File: src/rtl/dac_interleave_tx_pkg.sv
`default_nettype none
// ============================================================================
//  Module   : dac_tx_pkg
//  Purpose  : Shared constants for the interleaved DAC transmit path.
//             These are the state encodings and the underrun counter width.
//  Revision : 1.0  initial release
// ============================================================================
package dac_tx_pkg;

  // Encodings for the enable/arm state machine
  localparam logic [1:0] IDLE = 2'd0;
  localparam logic [1:0] ARM  = 2'd1;
  localparam logic [1:0] RUN  = 2'd2;

  // Width of the saturating underrun counter
  localparam int UNDERRUN_W = 16;

endpackage
`default_nettype wire

File: src/rtl/dac_interleave_tx_sample_fmt.sv
`default_nettype none
// ============================================================================
//  Module   : dac_sample_fmt
//  Purpose  : Combinational DAC word formatter.
//             It clips a signed sample to the DAC range, optionally converts
//             it to offset binary, and optionally inverts the whole word.
//  Revision : 1.0  initial release
// ============================================================================
module dac_sample_fmt #(
  parameter int DATA_IN_SIZE  = 16,
  parameter int DAC_SIZE      = 14,
  parameter int OFFSET_BINARY = 1,
  parameter int INVERT        = 1
) (
  input  logic signed [DATA_IN_SIZE-1:0] data_i,
  output logic        [DAC_SIZE-1:0]     dac_o
);

  // Largest and smallest values representable in DAC_SIZE two's complement
  localparam logic signed [DATA_IN_SIZE-1:0] c_max =
    {{(DATA_IN_SIZE-DAC_SIZE+1){1'b0}}, {(DAC_SIZE-1){1'b1}}};
  localparam logic signed [DATA_IN_SIZE-1:0] c_min =
    {{(DATA_IN_SIZE-DAC_SIZE+1){1'b1}}, {(DAC_SIZE-1){1'b0}}};

  logic [DAC_SIZE-1:0] w_clip;
  logic [DAC_SIZE-1:0] w_off;

  // Saturate to the DAC range; in-range values keep their low bits
  always_comb begin
    w_clip = data_i[DAC_SIZE-1:0];
    if (data_i > c_max) begin
      w_clip = {1'b0, {(DAC_SIZE-1){1'b1}}};
    end else if (data_i < c_min) begin
      w_clip = {1'b1, {(DAC_SIZE-1){1'b0}}};
    end
  end

  // Flipping the MSB turns two's complement into offset binary
  assign w_off = {w_clip[DAC_SIZE-1] ^ (OFFSET_BINARY != 0), w_clip[DAC_SIZE-2:0]};

  // Board-level inversion of the finished word
  assign dac_o = (INVERT != 0) ? ~w_off : w_off;

endmodule
`default_nettype wire

File: src/rtl/dac_interleave_tx.sv
`default_nettype none
// ============================================================================
//  Module   : dac_interleave_tx
//  Purpose  : Formats two signed sample streams for the DAC and interleaves
//             them onto one bus with a channel-select strobe. The block has
//             an enable/arm FSM, a zero-order hold per channel, and a
//             saturating underrun counter.
//  Revision : 1.0  initial release
// ============================================================================
module dac_interleave_tx
  import dac_tx_pkg::*;
#(
  parameter int DATA_IN_SIZE  = 16,
  parameter int DAC_SIZE      = 14,
  parameter int OFFSET_BINARY = 1,
  parameter int INVERT        = 1
) (
  input  logic                    dac_clk_i,
  input  logic                    resetn,
  input  logic                    enable_i,
  input  logic [DATA_IN_SIZE-1:0] data_a_i,
  input  logic                    data_a_en_i,
  input  logic [DATA_IN_SIZE-1:0] data_b_i,
  input  logic                    data_b_en_i,
  input  logic                    cnt_clear_i,
  output logic [DAC_SIZE-1:0]     dac_dat_o,
  output logic                    dac_sel_o,
  output logic                    running_o,
  output logic [UNDERRUN_W-1:0]   underrun_cnt_o
);

  // Formatted value of zero: the idle/mid-scale word
  localparam logic [DAC_SIZE-1:0] c_mid_pre =
    (OFFSET_BINARY != 0) ? {1'b1, {(DAC_SIZE-1){1'b0}}} : {DAC_SIZE{1'b0}};
  localparam logic [DAC_SIZE-1:0] c_mid = (INVERT != 0) ? ~c_mid_pre : c_mid_pre;

  logic [1:0]                    r_state;
  logic [1:0]                    w_state_nxt;
  logic signed [DATA_IN_SIZE-1:0] r_hold_a;
  logic signed [DATA_IN_SIZE-1:0] r_hold_b;
  logic                          r_pend_a;
  logic                          r_pend_b;
  logic                          r_phase;
  logic [DAC_SIZE-1:0]           w_fmt_a;
  logic [DAC_SIZE-1:0]           w_fmt_b;
  logic [DAC_SIZE-1:0]           r_conv_a;
  logic [DAC_SIZE-1:0]           r_conv_b;
  logic [DAC_SIZE-1:0]           r_dac_dat;
  logic                          r_dac_sel;
  logic [DAC_SIZE-1:0]           w_dat_nxt;
  logic                          w_sel_nxt;
  logic                          w_consume_a;
  logic                          w_consume_b;
  logic                          w_underrun;
  logic [UNDERRUN_W-1:0]         r_cnt;

  dac_sample_fmt #(
    .DATA_IN_SIZE  (DATA_IN_SIZE),
    .DAC_SIZE      (DAC_SIZE),
    .OFFSET_BINARY (OFFSET_BINARY),
    .INVERT        (INVERT)
  ) u_fmt_a (
    .data_i (r_hold_a),
    .dac_o  (w_fmt_a)
  );

  dac_sample_fmt #(
    .DATA_IN_SIZE  (DATA_IN_SIZE),
    .DAC_SIZE      (DAC_SIZE),
    .OFFSET_BINARY (OFFSET_BINARY),
    .INVERT        (INVERT)
  ) u_fmt_b (
    .data_i (r_hold_b),
    .dac_o  (w_fmt_b)
  );

  // State register
  always_ff @(posedge dac_clk_i) begin
    if (!resetn) r_state <= IDLE;
    else         r_state <= w_state_nxt;
  end

  // Next-state logic: arm on enable, run once both channels hold a sample
  always_comb begin
    w_state_nxt = r_state;
    case (r_state)
      IDLE:    if (enable_i) w_state_nxt = ARM;
      ARM: begin
        if (!enable_i)                 w_state_nxt = IDLE;
        else if (r_pend_a && r_pend_b) w_state_nxt = RUN;
      end
      RUN:     if (!enable_i) w_state_nxt = IDLE;
      default: w_state_nxt = IDLE;
    endcase
  end

  // Output logic: pick the channel for this phase, or mid-scale when not running
  always_comb begin
    w_dat_nxt   = c_mid;
    w_sel_nxt   = 1'b0;
    w_consume_a = 1'b0;
    w_consume_b = 1'b0;
    if (r_state == RUN && enable_i) begin
      w_dat_nxt   = r_phase ? r_conv_b : r_conv_a;
      w_sel_nxt   = r_phase;
      w_consume_a = ~r_phase;
      w_consume_b = r_phase;
    end
    // A fresh sample on the consuming edge is not an underrun
    w_underrun = (w_consume_a && !r_pend_a && !data_a_en_i) ||
                 (w_consume_b && !r_pend_b && !data_b_en_i);
  end

  // Hold registers, pending flags, phase and the formatting pipeline stage
  always_ff @(posedge dac_clk_i) begin
    if (!resetn) begin
      r_hold_a <= '0;
      r_hold_b <= '0;
      r_pend_a <= 1'b0;
      r_pend_b <= 1'b0;
      r_phase  <= 1'b0;
      r_conv_a <= c_mid;
      r_conv_b <= c_mid;
    end else begin
      r_conv_a <= w_fmt_a;
      r_conv_b <= w_fmt_b;
      r_phase  <= (r_state == RUN && enable_i) ? ~r_phase : 1'b0;
      if (r_state == IDLE) begin
        r_hold_a <= '0;
        r_hold_b <= '0;
        r_pend_a <= 1'b0;
        r_pend_b <= 1'b0;
      end else begin
        // A new sample takes priority over consumption
        if (data_a_en_i) begin
          r_hold_a <= data_a_i;
          r_pend_a <= 1'b1;
        end else if (w_consume_a) begin
          r_pend_a <= 1'b0;
        end
        if (data_b_en_i) begin
          r_hold_b <= data_b_i;
          r_pend_b <= 1'b1;
        end else if (w_consume_b) begin
          r_pend_b <= 1'b0;
        end
      end
    end
  end

  // Output word and strobe, registered together so they stay aligned
  always_ff @(posedge dac_clk_i) begin
    if (!resetn) begin
      r_dac_dat <= c_mid;
      r_dac_sel <= 1'b0;
    end else begin
      r_dac_dat <= w_dat_nxt;
      r_dac_sel <= w_sel_nxt;
    end
  end

  // Saturating underrun counter; an explicit clear beats an increment
  always_ff @(posedge dac_clk_i) begin
    if (!resetn || cnt_clear_i) begin
      r_cnt <= '0;
    end else if (w_underrun && (r_cnt != '1)) begin
      r_cnt <= r_cnt + 1'b1;
    end
  end

  assign dac_dat_o      = r_dac_dat;
  assign dac_sel_o      = r_dac_sel;
  assign running_o      = (r_state == RUN);
  assign underrun_cnt_o = r_cnt;

endmodule
`default_nettype wire

File: config.mk
export PLATFORM = sky130hd
export DESIGN_NAME = dac_interleave_tx
export DESIGN_NICKNAME = d
export VERILOG_FILES = /design/src/rtl/dac_interleave_tx_pkg.sv /design/src/rtl/dac_interleave_tx_sample_fmt.sv /design/src/rtl/dac_interleave_tx.sv
export SDC_FILE = /design/constraint.sdc
export NUM_CORES = 1
export LEC_CHECK = 0
export ABC_CLOCK_PERIOD_IN_PS = 3000
export CORE_ASPECT_RATIO = 1.4
export CORE_MARGIN = 2
export CORE_UTILIZATION = 57
export CTS_BUF_LIST = sky130_fd_sc_hd__clkbuf_4
export CTS_CLUSTER_SIZE = 28
export DETAILED_ROUTE_END_ITERATION = 10
export GPL_ROUTABILITY_DRIVEN = 0
export GPL_TIMING_DRIVEN = 0
export PLACE_DENSITY_LB_ADDON = 0.05
export SYNTH_ARGS = -nofsm -noshare
export SYNTH_HDL_FRONTEND = slang
export SYNTH_SLANG_ARGS = --single-unit
File: constraint.sdc
create_clock -name dac_clk_i -period 3 [get_ports dac_clk_i]
set_input_delay 0.3 -clock dac_clk_i [delete_from_list [all_inputs] [get_ports dac_clk_i]]
set_output_delay 0.3 -clock dac_clk_i [all_outputs]
set_load 0.01 [all_outputs]
After elaboration in Yosys (flattened, before gate mapping)
Index checks and enable logic that the tools add are counted.
Storage, ports and cells
  register bits after elaboration: 96
  input bits: 38
  output and inout bits: 32
  word-level logic and storage cells: 64
Cells by class
  bitwise logic cells: 6
  add/subtract/negate cells: 1
  reductions and logical operators: 20
  equal/unequal tests: 6
  multiplexer cells: 16
  magnitude comparators: 4
Operators with widths (number)
  $mux W14: 5
  $gt A16 B14 Y1 const B: 2
  $lt A16 B14 Y1 const B: 2
  $not A14 Y14: 2
  $add A16 B1 Y16 const B: 1
  $ne A16 B16 Y1 const B: 1
  $mux W2: 4
  $logic_and A1 B1 Y1: 7
  $mux W1: 6
  $pmux W2 S3: 1
  $logic_not A1 Y1: 5
  $ne A2 B2 Y1 const B: 2
  $not A1 Y1: 4
  $reduce_bool A2 Y1: 2
  $ne A3 B3 Y1 const B: 1
  $reduce_and A3 Y1: 1
  $eq A2 B1 Y1 const B: 1
  $eq A2 B2 Y1 const B: 1
  $logic_not A2 Y1: 1
  $logic_or A1 B1 Y1: 2
  $reduce_and A2 Y1: 1
  $reduce_or A2 Y1: 1

Depth between registers and ports, before layout
Gate-level depths: netlist of run 1.
  depth in word-level cells: 7
  depth in mapped cells: 7
  depth with buffers taken out: 5

Hierarchy
From an unflattened synthesis of run 1, not the netlist that was laid out.
Unflattened totals
  cells, all modules: 423
  area, all modules: 4231.6 um2
Modules (own cells, without submodules)
  dac_interleave_tx: cells each 331, area each 3465.8 um2, seq. area each 1921.8 um2, instances 1
  dac_sample_fmt: cells each 46, area each 382.9 um2, seq. area each 0.0 um2, instances 2

Least setup slack after synthesis of run 1
No wires, ideal clock.
  path kind: reg2reg
  start: register r_cnt[0] (netlist: underrun_cnt_o[0])
  end: register r_cnt[2] (netlist: underrun_cnt_o[2])
  data required time: 2.884 ns
  stages on the path, launching flop included: 5
  setup slack: 1.174 ns
  library setup time: 0.116 ns
  path buffers: 0
  arrival: 1.710 ns
  period minus slack after synthesis: 1.826 ns
  cell sequence: dfxtp_1 > ha_1 > nand3_1 > or4_1 > a41o_1
On the way
  longest elaborated chain between the ends: 2
  elaborated cells between the ends (all ways): 3
  those cells by class: add/sub (1); eq/ne (1); reduce/logical (1)
RTL lines
  from (decl): RTL line dac_interleave_tx.sv:55  | logic [UNDERRUN_W-1:0] r_cnt;
  from (signal assigned): RTL line dac_interleave_tx.sv:167  | r_cnt <= r_cnt + 1'b1;
  branches (longest 2 deep; another with $add A16 B1 Y16)
Several ways; the timed one is not identified.
A chain may end at the register's enable or synchronous reset.

Worst setup path in the final report of run 1
  start: register r_cnt[0] (netlist: underrun_cnt_o[0])
  end: register r_cnt[13] (netlist: underrun_cnt_o[13])
Same word-level chain as after synthesis.

==> results of run 1 <==
sequential cells by signal, summed over array words and instances (netlist names):
register and count:
r_pend_b 1, dac_dat_o 14, r_conv_a 14, r_state 2, r_phase 1, underrun_cnt_o 16, r_pend_a 1, dac_sel_o 1
r_hold_a 16, r_conv_b 14, r_hold_b 16
layout make-up:
cell class                 count  area, sq um  area share [%]
tap                           70         87.6            2.01
inverter                       4         15.0           0.345
timing repair buffer          67          671            15.4
clock inverter                 5         56.3            1.29
multi-input combinational    213         1440            33.1
buffer                        18         83.8            1.93
clock buffer                  10         75.1            1.72
sequential                    96         1920            44.2
cells by family (layout without fill, tap and decap cells):
family                     Yosys count  after routing  synth area share [%]
AOI/OAI and AO/OA                   80             80                  16.0
adders and majority gates            1              1                 0.361
buffers and inverters               22            104                  2.85
and+or+nand+nor                     98             98                  15.5
DFF                                 96             96                  55.5
muxes                               34             34                  9.83
report_power, final:
group / leakage, nW / internal (mW) / switching [mW]
Combinational: 0.790 / 0.0736 / 0.0583
Sequential: 0.778 / 1.30 / 0.00893
Clock: 0.0726 / 0.260 / 0.412
Total: 1.64 / 1.63 / 0.479
cell usage in the layout, fill, tap and decap left out, drive strengths merged, types with 2 or more instances in the layout:
master and n:
dfxtp 96, clkdlybuf4s50 67, nor2 41, mux2i 34, o21ai 32, clkbuf 22, o22a 13, a21oi 12
nand2 11, nand3 9, or4 7, buf 6, o31ai 5, nand4 5, inv 5, nor4 4
and4 3, nor3 3, a41o 3, o211a 3, nor2b 2, a21boi 2, nand2b 2, a31oi 2
and2 2, clkinv 2, or3 2, o211ai 2
worst min-delay path by stage:
stage / start / end / slack, ns
after CTS: data_a_en_i / r_hold_a[0] / 0.19
final: data_a_en_i / r_hold_a[0] / 0.19
after detailed placement: r_conv_b[6] / dac_dat_o[6] / 0.42
after global routing: data_a_en_i / r_hold_a[0] / 0.20
after global placement: r_conv_b[3] / dac_dat_o[3] / 0.42
after floorplan: r_conv_b[0] / dac_dat_o[0] / 0.41
per-stage QoR:
step	setup WS, ns	std cells	power [mW]
floorplan	1.17	331	1.40
global placement	0.717	468	1.46
detailed placement	0.675	468	1.47
CTS	0.927	483	2.11
global route	0.797	483	2.17
finish	0.916	483	2.11
cells in the mapped netlist, types with 2 or more instances:
library cell / n / area (sq um)
a21boi_0: 2 / 15.0
a21oi_1: 12 / 60.1
a31oi_1: 2 / 12.5
a41o_1: 3 / 30.0
and2_1: 2 / 12.5
and4_1: 3 / 26.3
buf_1: 3 / 11.3
buf_6: 2 / 22.5
clkbuf_1: 12 / 45.0
dfxtp_1: 96 / 1920
inv_1: 4 / 15.0
mux2i_1: 34 / 340
nand2_1: 11 / 41.3
nand2b_1: 2 / 12.5
nand3_1: 9 / 45.0
nand4_1: 4 / 25.0
nor2_1: 41 / 154
nor2b_1: 2 / 12.5
nor3_1: 3 / 15.0
nor4_1: 2 / 12.5
nor4_2: 2 / 25.0
o211a_1: 3 / 30.0
o21ai_0: 30 / 150
o22a_1: 13 / 114
o31ai_1: 5 / 37.5
or4_1: 6 / 45.0
layer usage:
layer / vias up / track usage, % / part of all wire (%)
met5: - / 0 / 0
met4: 0 / 12.2 / 2.0
met3: 12 / 2.62 / 4.8
met2: 82 / 41.3 / 52
met1: 1267 / 23.3 / 41
li1: 1361 / - / -
critical path: cells and delay by family, from the launching register on:
kind / cells / cell delay (ns)
flops: 1 / 0.44
compound gates: 1 / 0.06
fa+ha+maj: 1 / 0.22
simple gates: 3 / 1.24
==> metrics.cfg, run 1 <==
[floorplanning]
std_cell_rows=33
die_h_um=96.2
start_util_pct=59.1
die_w_um=69.9
dieArea_sq_um=6720
io_pins=70
coreArea_sq_um=5860

[clock_network]
ctsHoldBuffers=0
clkSinkCount=96
clk_pin_slew_ns=0.15
cts_max_level=3
cts-root-buf=clkbuf_4
clkLatencyLatePin_ns=0.44
cts_buffers=9
cts_tree=done
ctsResizeCount=0
postCtsSetupRepairBufs=0
clock_path_buffers=2

[sta]
max_slew_margin_pct=49.0
fmax_ghz=0.480
grt_setup_unrepaired=no
min_period_over_period_pct=69.5
fin_setup_tns_ns=0
hold_viol=0
worstMarginPinSlew_ns=0.764
finClkSkew_ns=0.0207
holdWs_ns=0.192
final-setup-viol-count=0
final_max_slew_viol_count=0
period_needed_ns=2.08

[synthesis]
synth_fp_nets=370
ys_ff_latch=96
syn-mean-instance-area_sq_um=10.5
seq_area_frac_synth_pct=55.5
synth_edf_count=0
synth_cell_type_count=49
synth-async-reset-ratio_pct=0
synth_area_sq_um=3460
ys.flop_type=dfxtp_1
syn_inst=331
synth_warnings=0

[grt]
overflow=0
grt_usage_pct=21.8
grt_pass1_wl_um=11200
antenna_found_initial=0
grt_pass1_vias=2487
grt_max_degree=16

[worst_setup_path]
max_stage_delay_ns=0.72
start_kind=flip-flop
crit_fanout=8
r2r_slack_ns=0.92
cp-end-kind=flip-flop
slowest_stage=nor4_2
setup.worst_path.end=underrun_cnt_o[13]
path_cells=ha_1, nand3_1, nor4_2, or4_1, a21oi_1
crit_type=reg2reg
critPathLaunch=underrun_cnt_o[0]
crit_arrival_ns=2.40
r2r_start=underrun_cnt_o[0]
rr_worst_depth=5
reg2reg_to=underrun_cnt_o[13]
required_ns=3.31

[routing]
drt-vias-per-instance=5.64
first_pass_iters=4
ant_nets=0
vias=2722
wl_per_cell_um=15.0
wirelength_um=7250
drc=0
first_iter_violations=109

[cells_and_area]
area_delta_synth_final_pct=25.7
fill_cells=436
finish.utilization_pct=74.2
n_antenna_cell=0
drive_gt1_share_pct=7.02
final_area_sq_um=4350
nets=448

[power]
p_leak_nw=1.64
vdd_drop_max_mv=0.359
powerDensity_nw_per_um2=484

[flow_run]
drv_cap=0

[placed_design]
dpl_cell_area_sq_um=4220
dp_hpwl_um=5260
numPortBuffers=67

[worst_hold_path]
hold_depth=3
hp-class=in2reg

[outcome]
status=completed

No activity file was read; power rests on OpenSTA's default activity.
==> inputs of run 2 (changes only) <==
Settings changed: ABC_CLOCK_PERIOD_IN_PS 3000 to 2100, CORE_UTILIZATION 57 to 53.
Clock period 3 ns to 2.1 ns, I/O delays scaled along.
==> metrics.cfg, run 2 (same netlist as run 1, synthesis figures left out) <==
[sta]
worstMarginPinSlew_ns=0.764  ; -0.0000942 ns
holdWs_ns=0.0852  ; -0.107 ns
fmax_ghz=0.506  ; +5.5%
setup_slack_ns=0.124  ; -0.792 ns
min_period_over_period_pct=94.1  ; +25 points
finClkSkew_ns=0.0136  ; -0.00707 ns
final_max_slew_viol_count=0  ; unchanged
final-setup-viol-count=0  ; unchanged
hold_viol=0  ; unchanged
max_slew_margin_pct=49.0  ; about the same
period_needed_ns=1.98  ; -0.108 ns
fin_setup_tns_ns=0  ; unchanged
grt_setup_unrepaired=no

[clock_network]
postCtsSetupRepairBufs=0  ; unchanged
cts-root-buf=clkbuf_4
cts_buffers=9  ; unchanged
cts_tree=done
clock_path_buffers=2  ; unchanged
cts_max_level=3  ; unchanged
clkSinkCount=96  ; unchanged
clkLatencyLatePin_ns=0.44  ; about the same
ctsHoldBuffers=0  ; unchanged
clk_pin_slew_ns=0.15  ; about the same

[floorplanning]
start_util_pct=55.4  ; -3.7 points
dieArea_sq_um=7210  ; +7.2%
io_pins=70  ; unchanged
coreArea_sq_um=6250  ; +6.7%
std_cell_rows=34  ; +3.0%
die_h_um=99.6  ; +3.5%
die_w_um=72.3  ; +3.5%

[cells_and_area]
nets=448  ; unchanged
final_common_cell=dfxtp_1
n_antenna_cell=0  ; unchanged
fin_cells=486  ; +0.62%
area_delta_synth_final_pct=27.5
drive_gt1_share_pct=7.25  ; +0.22 points
final_cell_mix=dfxtp_1, clkdlybuf4s50_1, nor2_1, mux2i_1, o21ai_0
finish.utilization_pct=70.6  ; -3.7 points

[routing]
first_pass_iters=4  ; unchanged
drt-vias-per-instance=5.60  ; -0.58%
ant_nets=0  ; unchanged
first_iter_violations=85  ; -22%
drc=0  ; unchanged
wirelength_um=7480  ; +3.3%
wl_per_cell_um=15.4  ; +2.6%
vias=2723  ; +0.037%

[placed_design]
numPortBuffers=67  ; unchanged
pre_cts_ws_ns=-0.165  ; -0.840 ns
place_inst=470  ; +0.43%
dp_hpwl_um=5320  ; +1.2%

[worst_setup_path]
cp.buffers_inverters=0  ; unchanged
max_stage_delay_ns=0.68  ; -0.04 ns
crit_fanout=8  ; unchanged
r2r_start=underrun_cnt_o[8]
r2r_slack_ns=0.12  ; -0.79 ns
crit_type=reg2reg
rr_worst_depth=4  ; -1
cp.depth=4  ; -1
slowest_stage=or4_1
start_kind=flip-flop
reg2reg_to=underrun_cnt_o[2]
cp_top_family=simple AND/OR/NAND/NOR gates
cp-end-kind=flip-flop
path_cells=nand4_1, or4_1, a31oi_1, a41o_1
required_ns=2.50  ; -0.81 ns
crit_arrival_ns=2.37  ; -0.03 ns

[grt]
grt_max_degree=17  ; +1
antenna_found_initial=0  ; unchanged
overflow=0  ; unchanged
grt_pass1_vias=2639  ; +6.1%
grt_pass1_wl_um=12200  ; +9.0%
grt_usage_pct=22.1  ; +0.29 points

[worst_hold_path]
worstHoldStart=data_b_en_i
hold_depth=3  ; unchanged
hp-class=in2reg
min_to=r_hold_b[4]

[power]
p_leak_nw=1.69  ; +3.1%
powerDensity_nw_per_um2=719  ; +48%
vdd_drop_max_mv=0.559  ; +56%

[flow_run]
drv_cap=0  ; unchanged

[outcome]
status=completed

-- run 2: cell types whose count changed in the layout (fill, tap and decap cells not counted) --
cell	change
clkinv_2	-2
clkinv_4	+2
nor4_2	-2
nor4_4	+2
bufinv_16	+1
clkinv_1	+1
clkinvlp_4	-1
inv_6	-1
inv_8	+1
nand3_1	-1
nand3_2	+1
-- run 2: power by group --
part           internal [mW]  leakage (nW)  switching, mW
Clock                  0.506        0.0901          0.615
Sequential              1.85         0.778         0.0126
Combinational          0.105         0.824         0.0839
Total                   2.46          1.69          0.711
-- run 2: how the worst max path moves through the flow --
| stage | from | to | slack (ns) |
|---|---|---|---|
| finish | underrun_cnt_o[8] | underrun_cnt_o[2] | 0.12 |
| CTS | underrun_cnt_o[0] | underrun_cnt_o[6] | -0.02 |
| global placement | enable_i | dac_dat_o[10] | -0.13 |
| global route | underrun_cnt_o[8] | underrun_cnt_o[5] | 0.008 |
| floorplan | underrun_cnt_o[0] | underrun_cnt_o[2] | 0.27 |
| detailed placement | enable_i | dac_dat_o[8] | -0.16 |
-- run 2: metrics by stage --
stage	area, sq um	power (mW)
after global routing	4410	3.27
after detailed placement	4220	2.09
after global placement	4220	2.09
final	4410	3.17
after floorplan	3460	1.99
after CTS	4400	3.18
-- run 2: what timing repair did --
action                     CTS  global route
gates cloned                 0             0
pin swaps                    1             0
setup endpoints to repair    4            12
gates resized for setup      1             2
-- run 2: layout make-up --
cell class	instances	area (sq um)
sequential	96	1920
timing repair buffer	67	671
inverter	4	15.0
clock buffer	10	75.1
multi-input combinational	213	1470
tap	72	90.1
clock inverter	6	92.6
fill	501	1840
buffer	18	83.8
-- run 2: per-layer routing --
layer	GRT usage (%)	up-vias	wire (um)
met3	4.56	11	315
met5	0	-	0
met2	39.4	73	3950
met4	8.71	0	134
met1	25.2	1278	3080
li1	-	1361	-
-- run 2: tightest hold or removal path: cells and delay by family --
kind	cells	cell delay, ns
mux	1	0.08
buf+inv	1	0.14
simple gates	1	0.07
